## config.mk

```make
export PLATFORM = sky130hd
export DESIGN_NAME = fighter_state_fsm
export DESIGN_NICKNAME = d
export VERILOG_FILES = /design/src/rtl/fighter_state_fsm.sv
export SDC_FILE = /design/constraint.sdc
export NUM_CORES = 1
export LEC_CHECK = 0
export BUFFER_PORTS_ARGS = -buffer_cell sky130_fd_sc_hd__buf_2
export CAP_MARGIN = 15
export CORE_MARGIN = 4
export CORE_UTILIZATION = 40
export DETAILED_ROUTE_END_ITERATION = 10
export PLACE_DENSITY = 0.68
export SETUP_SLACK_MARGIN = 0.02
export SLEW_MARGIN = 5
export SYNTH_ARGS = -nofsm -noshare
export SYNTH_HDL_FRONTEND = slang
export SYNTH_SLANG_ARGS = --single-unit
```

## constraint.sdc

```tcl
create_clock -name clk -period 2.5 [get_ports clk]
set_input_delay 0.5 -clock clk [delete_from_list [all_inputs] [get_ports clk]]
set_output_delay 0.5 -clock clk [all_outputs]
set_load 0.01 [all_outputs]
```

## src/rtl/fighter_state_fsm.sv

```systemverilog
`default_nettype none
// ============================================================================
//  Module      : fighter_state_fsm
//  Description : Movement / attack state machine for one fighter character.
//                Button levels are synchronised, the attack button is edge
//                detected on clk, and the character state advances once per
//                video frame (frame_tick).  An attack runs three timed
//                phases: startup, active (hitbox on), recovery.
//
//  Parameters  : IS_MIRRORED      0 = right is forward, 1 = left is forward
//                STARTUP_FRAMES   frames in ATTACK_START    (1..63)
//                ACTIVE_FRAMES    frames in ATTACK_ACTIVE   (1..63)
//                RECOVERY_FRAMES  frames in ATTACK_RECOVERY (1..63)
//
//  Ports       : clk            system clock
//                rst_n          asynchronous active-low reset
//                frame_tick     one-clk pulse per video frame
//                btn_left       raw asynchronous button level
//                btn_right      raw asynchronous button level
//                btn_attack     raw asynchronous button level
//                state[2:0]     0 IDLE, 1 BACKWARD, 2 FORWARD, 3 ATTACK_START,
//                               4 ATTACK_ACTIVE, 5 ATTACK_RECOVERY
//                hitbox_active  high exactly while in ATTACK_ACTIVE
//                busy           high while in any attack state
//
//  Build macro : FIGHTER_ATTACK_BUFFER_EN
//                When defined, an attack press made during ATTACK_RECOVERY
//                is buffered and chains straight into a new ATTACK_START.
//
//  Revision    : 1.0  initial release
// ============================================================================

package fighter_state_pkg;
   typedef enum logic [2:0] {
      ST_IDLE            = 3'd0,
      ST_BACKWARD        = 3'd1,
      ST_FORWARD         = 3'd2,
      ST_ATTACK_START    = 3'd3,
      ST_ATTACK_ACTIVE   = 3'd4,
      ST_ATTACK_RECOVERY = 3'd5
   } state_t;
endpackage

module fighter_state_fsm
   import fighter_state_pkg::*;
#(
   parameter int IS_MIRRORED     = 0,
   parameter int STARTUP_FRAMES  = 4,
   parameter int ACTIVE_FRAMES   = 3,
   parameter int RECOVERY_FRAMES = 8
) (
   input  logic       clk,
   input  logic       rst_n,
   input  logic       frame_tick,
   input  logic       btn_left,
   input  logic       btn_right,
   input  logic       btn_attack,
   output logic [2:0] state,
   output logic       hitbox_active,
   output logic       busy
);

   // Counter reload values: a phase of N frames counts N-1 down to 0.
   localparam logic [5:0] c_STARTUP_LOAD  = 6'(STARTUP_FRAMES - 1);
   localparam logic [5:0] c_ACTIVE_LOAD   = 6'(ACTIVE_FRAMES - 1);
   localparam logic [5:0] c_RECOVERY_LOAD = 6'(RECOVERY_FRAMES - 1);

`ifdef FIGHTER_ATTACK_BUFFER_EN
   localparam bit c_BUFFER_EN = 1'b1;
`else
   localparam bit c_BUFFER_EN = 1'b0;
`endif

   // ------------------------------------------------------------------
   // Button synchronisers.  Bit order: [0] left, [1] right, [2] attack.
   // ------------------------------------------------------------------
   logic [2:0] r_sync1;
   logic [2:0] r_sync2;
   logic       r_attack_prev;
   // r_sync_valid fills with ones after reset; once bit 1 is set, r_sync2
   // carries a genuine sample instead of the reset zero.
   logic [1:0] r_sync_valid;
   // Armed only after a genuine "attack released" sample has been seen,
   // so a button held through reset release never looks like a press.
   logic       r_attack_armed;

   always_ff @(posedge clk or negedge rst_n) begin
      if (!rst_n) begin
         r_sync1        <= 3'b000;
         r_sync2        <= 3'b000;
         r_attack_prev  <= 1'b0;
         r_sync_valid   <= 2'b00;
         r_attack_armed <= 1'b0;
      end else begin
         r_sync1       <= {btn_attack, btn_right, btn_left};
         r_sync2       <= r_sync1;
         r_attack_prev <= r_sync2[2];
         r_sync_valid  <= {r_sync_valid[0], 1'b1};
         if (r_sync_valid[1] && !r_sync2[2]) begin
            r_attack_armed <= 1'b1;
         end
      end
   end

   logic w_attack_rise;
   assign w_attack_rise = r_attack_armed && r_sync2[2] && !r_attack_prev;

   // ------------------------------------------------------------------
   // Direction decode
   // ------------------------------------------------------------------
   logic   w_fwd_held;
   logic   w_bwd_held;
   state_t w_dir_state;

   assign w_fwd_held = (IS_MIRRORED != 0) ? r_sync2[0] : r_sync2[1];
   assign w_bwd_held = (IS_MIRRORED != 0) ? r_sync2[1] : r_sync2[0];

   always_comb begin
      w_dir_state = ST_IDLE;
      if (w_fwd_held && !w_bwd_held) begin
         w_dir_state = ST_FORWARD;
      end else if (w_bwd_held && !w_fwd_held) begin
         w_dir_state = ST_BACKWARD;
      end
   end

   // ------------------------------------------------------------------
   // Main state machine
   // ------------------------------------------------------------------
   state_t     r_state;
   logic [5:0] r_count;
   logic       r_hitbox;
   logic       r_busy;
   logic       r_attack_pending;

   logic w_in_move;
   logic w_in_attack;
   logic w_recovery_last;
   logic w_enter_start;
   logic w_hold_pending;
   logic w_pending_clear;

   assign w_in_move   = (r_state == ST_IDLE) || (r_state == ST_BACKWARD) ||
                        (r_state == ST_FORWARD);
   assign w_in_attack = (r_state == ST_ATTACK_START) ||
                        (r_state == ST_ATTACK_ACTIVE) ||
                        (r_state == ST_ATTACK_RECOVERY);
   assign w_recovery_last = (r_state == ST_ATTACK_RECOVERY) && (r_count == 6'd0);

   // The tick is about to start an attack, either from a movement state or
   // by chaining out of the final recovery frame when buffering is built in.
   assign w_enter_start = r_attack_pending &&
                          (w_in_move || (c_BUFFER_EN && w_recovery_last));
   // With buffering, presses caught during recovery survive recovery ticks.
   assign w_hold_pending  = c_BUFFER_EN && (r_state == ST_ATTACK_RECOVERY);
   assign w_pending_clear = frame_tick &&
                            (w_enter_start || (w_in_attack && !w_hold_pending));

   always_ff @(posedge clk or negedge rst_n) begin
      if (!rst_n) begin
         r_state          <= ST_IDLE;
         r_count          <= 6'd0;
         r_hitbox         <= 1'b0;
         r_busy           <= 1'b0;
         r_attack_pending <= 1'b0;
      end else begin
         // A fresh edge takes priority over a clear in the same cycle, so a
         // press landing exactly on a tick is never silently lost.
         if (w_pending_clear) begin
            r_attack_pending <= 1'b0;
         end
         if (w_attack_rise) begin
            r_attack_pending <= 1'b1;
         end

         if (frame_tick) begin
            case (r_state)
               ST_IDLE, ST_BACKWARD, ST_FORWARD: begin
                  r_hitbox <= 1'b0;
                  if (r_attack_pending) begin
                     r_state <= ST_ATTACK_START;
                     r_count <= c_STARTUP_LOAD;
                     r_busy  <= 1'b1;
                  end else begin
                     r_state <= w_dir_state;
                     r_busy  <= 1'b0;
                  end
               end

               ST_ATTACK_START: begin
                  if (r_count == 6'd0) begin
                     r_state  <= ST_ATTACK_ACTIVE;
                     r_count  <= c_ACTIVE_LOAD;
                     r_hitbox <= 1'b1;
                     r_busy   <= 1'b1;
                  end else begin
                     r_count <= r_count - 6'd1;
                  end
               end

               ST_ATTACK_ACTIVE: begin
                  if (r_count == 6'd0) begin
                     r_state  <= ST_ATTACK_RECOVERY;
                     r_count  <= c_RECOVERY_LOAD;
                     r_hitbox <= 1'b0;
                     r_busy   <= 1'b1;
                  end else begin
                     r_count <= r_count - 6'd1;
                  end
               end

               ST_ATTACK_RECOVERY: begin
                  if (r_count == 6'd0) begin
                     r_hitbox <= 1'b0;
                     if (c_BUFFER_EN && r_attack_pending) begin
                        r_state <= ST_ATTACK_START;
                        r_count <= c_STARTUP_LOAD;
                        r_busy  <= 1'b1;
                     end else begin
                        r_state <= ST_IDLE;
                        r_busy  <= 1'b0;
                     end
                  end else begin
                     r_count <= r_count - 6'd1;
                  end
               end

               // Encodings 6 and 7 are unreachable; recover to IDLE.
               default: begin
                  r_state  <= ST_IDLE;
                  r_count  <= 6'd0;
                  r_hitbox <= 1'b0;
                  r_busy   <= 1'b0;
               end
            endcase
         end
      end
   end

   assign state         = r_state;
   assign hitbox_active = r_hitbox;
   assign busy          = r_busy;

endmodule

`default_nettype wire

```

After elaboration in Yosys (flattened, before gate mapping)

Index checks and enable logic that the tools add are counted.
W data, S select, Z words.

Shift-type cells: 0
Multiply operators: 0
Add/subtract/negate cells: 1
Eq/ne operators: 12
Reductions and logical operators: 26
Mux-type cells: 19
Div/mod/pow operators: 0
$lt $le $gt $ge: 0
Bitwise gates (word level): 0

Operators with widths:

| kind                  | number |
|---|---|
| $mux W6               | 4 |
| $pmux W6 S4           | 1 |
| $mux W3               | 5 |
| $pmux W3 S4           | 1 |
| $ne A2 B1 Y1 const B  | 5 |
| $reduce_and A3 Y1     | 3 |
| $logic_and A1 B1 Y1   | 7 |
| $eq A3 B2 Y1 const B  | 2 |
| $eq A3 B3 Y1 const B  | 2 |
| $logic_not A6 Y1      | 1 |
| $mux W1               | 6 |
| $sub A6 B1 Y6 const B | 1 |
| $logic_or A1 B1 Y1    | 5 |
| $logic_not A1 Y1      | 4 |
| $ne A2 B2 Y1 const B  | 2 |
| $reduce_and A4 Y1     | 1 |
| $reduce_or A2 Y1      | 2 |
| $eq A3 B1 Y1 const B  | 1 |
| $logic_not A3 Y1      | 1 |
| $pmux W1 S3           | 1 |
| $reduce_or A3 Y1      | 1 |
| $pmux W1 S2           | 1 |
| $reduce_bool A2 Y1    | 1 |

Memories: 0
Input port bits: 6
Memory bits (writable): 0
Memory bits (read-only): 0
Latch bits: 0
Flip-flop bits (word level): 22
Logic and storage cells: 68

Longest topological paths before layout

Word-level depth: 8
Gate-level depth with buffers: 6

Least setup slack after synthesis

OpenSTA, ideal clock, no wires.

Kind: register to register
Start: register r_count[0]
End: register r_state[0] (netlist: state[0])
Path slack: 0.671 ns
Stages on the path, launching flop included: 7
Arrival: 1.703 ns
Required time: 2.374 ns
Clock period less this slack: 1.829 ns
Cells stage by stage: dfrtp_1 -> inv_1 -> ha_1 -> or4b_4 -> nor2_8 -> a221oi_2 -> o32a_1

Longest elaborated chain between the ends: 3

Ends and longest elaborated chain:

| element                                | line          | RTL |
|---|---|---|
| from (decl)                            | 131           | `logic [5:0] r_count;` |
| from (signal assigned)                 | 182           | `r_count <= c_STARTUP_LOAD;` |
| from (signal assigned)                 | 193           | `r_count <= c_ACTIVE_LOAD;` |
| from (signal assigned)                 | 197           | `r_count <= r_count - 6'd1;` |
| $logic_not A6 Y1 (*)                   | 191, 202, 213 |  |
| $ne A2 B1 Y1 (no source line)          | -             |  |
| $reduce_and A4 Y1 (no source line) (*) | -             |  |
| to (signal assigned)                   | 185           | `r_state <= w_dir_state;` |
| to (decl)                              | 130           | `state_t r_state;` |

Mark *: on every way between the ends. The rest lies on a longest branch, timed or not.
A chain may end at the register's enable or synchronous reset.

Final worst setup path

Same ends and word-level chain as after synthesis.

==> run metrics <==
routed wire length on met3 120 um; Synth top area share 0.4651; Metal-1 WL 1.143 mm; worst slew pin tran 0.6499 ns; metal2 WL 1.197 mm; post-DP HPWL 1.730 mm; Root Buffer clkbuf_4; TritonCTS Buffers 3; Clock Latency Late Sink 0.30 ns; Synth Area per Inst 10.57 um2; Slew HR 0.5631; Die X 62.40 um; Sequential Power Share 0.375; WL per Instance 16.77 um; CTS tree built; GP Congestion 0.9472; first-pass GRT wire length 4.250 mm; Setup CP Type reg2reg; Max Used Layer met4; Tot GR Track Use 0.1343; R2R depth 6; cell internal pwr 921.5 uW; vias in the first global route 892; CTS H-tree depth 1; distinct cell type count after synthesis 43; Port Buffers 10; # rows 19; Required @ worst endpoint 2.70 ns; Leak 0.0005363 uW; Hold Crit Class in2async; Most used DFF post-synth dfrtp_1; initial antenna violation count 0; commonest non-fill, non-tap cells in the layout dfrtp_1, buf_2, o21ai_0; largest area contributor in the netlist dfrtp_1; PwrDens 1209 nW/um2; Max stage delay on crit path 0.55 ns; vias per cell 6.074; synth-to-layout area growth 8.880%; synth top area cells dfrtp_1, o21ai_0, a32o_1, o211ai_1, o2bb2ai_4; nets 126; critical path launch point type register; final WL 2.498 mm; # IOs 11; Synth Register Bits 22; most common cell after layout, fill and taps aside dfrtp_1; Longest Clk Path Bufs 2; max frequency 498.6 MHz; worst vdd ir 503.3 uV; Post-DRT Antenna Nets 0; setup violators final 0; Slew Viols, Final 0; total power 1558 uW; FF/Latch Area 550.5 um2; proportion of power drawn by combinational gates 0.452; syn_nets 119; core area 2781 um2; initial detailed-routing violation count 31; DR vias 905; register clock-pin slew on the reported worst setup and hold paths 0.12 ns; Hold Violations, Final 0; number of synthesized flops with an enable pin 0; maximum capacitance violations 0; fill cell count 248; TNS Setup 0 ns; crit share post-route 0.8022; GRT overflow 0; CP Capture Type register; arrival time worst endpoint 2.20 ns; placed instance count 145; slowest CP cell or4b_4; Net Sw Power 636.7 uW; Mapped Area 1184 um2; status finished clean; largest net degree at the start of global routing 23; Worst Skew 0.002400 ns; switching share of power 0.4086; DRC viols 0; Tmin final 2.005 ns; worst path cell trace inv_1, ha_1, or4b_4, nor2_8, a221oi_2, o32a_1; yosys warns 0; Starting Density 0.4256; hold_buf cts 0; Post-Syn Instances 112; area of the multi-input gates 570.5 um2; RSZ-0062 raised after global routing false; crit path max fanout 7; Seq/Total Area, Yosys 0.4651; Die Y 62.40 um; Pre-antenna DRT Iters 4; final cell count without fillers 149; Post-CTS Setup Inserts 0; Clock power frac 0.173; post-CTS resize count 0; clk sink count 22; layout cell share with drive strength beyond 1 0.2034; Ant. Diodes 0; post-synthesis async set-or-reset flop share 1.000; total die area 3893 um2
-- stage by stage --
stage,area (um2),util,setup slack (ns),hold WS (ns)
final,1289,0.4633,0.4946,0.1265
after global routing,1289,0.4633,0.3391,0.1572
after CTS,1289,0.4633,0.5023,0.1413
after detailed placement,1236,0.4444,0.5212,0.3347
after global placement,1236,0.4444,0.5915,0.3315
after floorplan,1184,-,0.6708,0.2044
-- kinds of logic (layout without fill, tap and decap cells) --
kind of cell	count (synthesis)	after routing	share of synthesized area
other cells	1	1	0.003168
fa+ha+maj	1	1	0.01057
compound gates	43	43	0.2886
simple gates	31	31	0.1797
buf+inv	14	20	0.05285
flops	22	22	0.4651
-- power by group through the flow --
stage	clock network [uW]	registers [uW]	logic, uW
2_1_floorplan	0	515	597
3_3_place_gp	0	585	689
3_5_place_dp	0	589	690
4_1_cts	276	581	700
5_1_grt	293	608	779
6_report	269	585	704
-- cell type report --
| class | count | area share |
|---|---|---|
| Timing Repair Buffer | 11 | 0.04466 |
| Sequential cell | 22 | 0.4272 |
| Clock buffer | 3 | 0.01748 |
| Multi-Input combinational cell | 76 | 0.4427 |
| Inverter | 5 | 0.01456 |
| Clock inverter | 1 | 0.02330 |
| Tap cell | 31 | 0.03010 |
-- per-layer routing --
layer | vias up | global-route usage
met5 | - | 0
met4 | 0 | 0.06366
met3 | 4 | 0.02698
met2 | 33 | 0.2021
met1 | 433 | 0.1842
li1 | 435 | -
-- path summary, 6_finish.rpt --
kind                                      startpoint  slack (ns)                        end
min                                            rst_n        0.13       state[1]$_DFFE_PN0P_
max in group asynchronous                      rst_n        2.05     r_count[2]$_DFFE_PN0P_
max reg2reg                   r_count[0]$_DFFE_PN0P_        0.49       state[0]$_DFFE_PN0P_
max                           r_count[0]$_DFFE_PN0P_        0.49       state[0]$_DFFE_PN0P_
min reg2reg                r_sync_valid[0]$_DFF_PN0_        0.36  r_sync_valid[1]$_DFF_PN0_
min in group clk                          btn_attack        0.29       r_sync1[2]$_DFF_PN0_
-- cells in the mapped netlist, drive strengths merged, types with 3 or more instances --
library cell	instances
dfrtp	22
o21ai	9
nor2	6
buf	5
inv	5
o211ai	5
a21oi	4
a32o	4
and2	4
clkbuf	4
nand2	3
nand2b	3
nor2b	3
nor3	3
o2bb2ai	3
-- worst max-delay path: cells and delay by family (launching register included) --
kind	cells	cell delay, ns
AO/OA/AOI/OAI	2	0.43
adder cells (fa/ha/maj)	1	0.22
buffers and inverters	1	0.12
flip-flops	1	0.43
AND/OR/NAND/NOR	2	0.70
-- registers in the layout, indices dropped and copies added (netlist names), 2 cells and up --
signal        count
state             3
r_count           6
r_sync1           3
r_sync2           3
r_sync_valid      2
(Power assumes the default switching activity.)
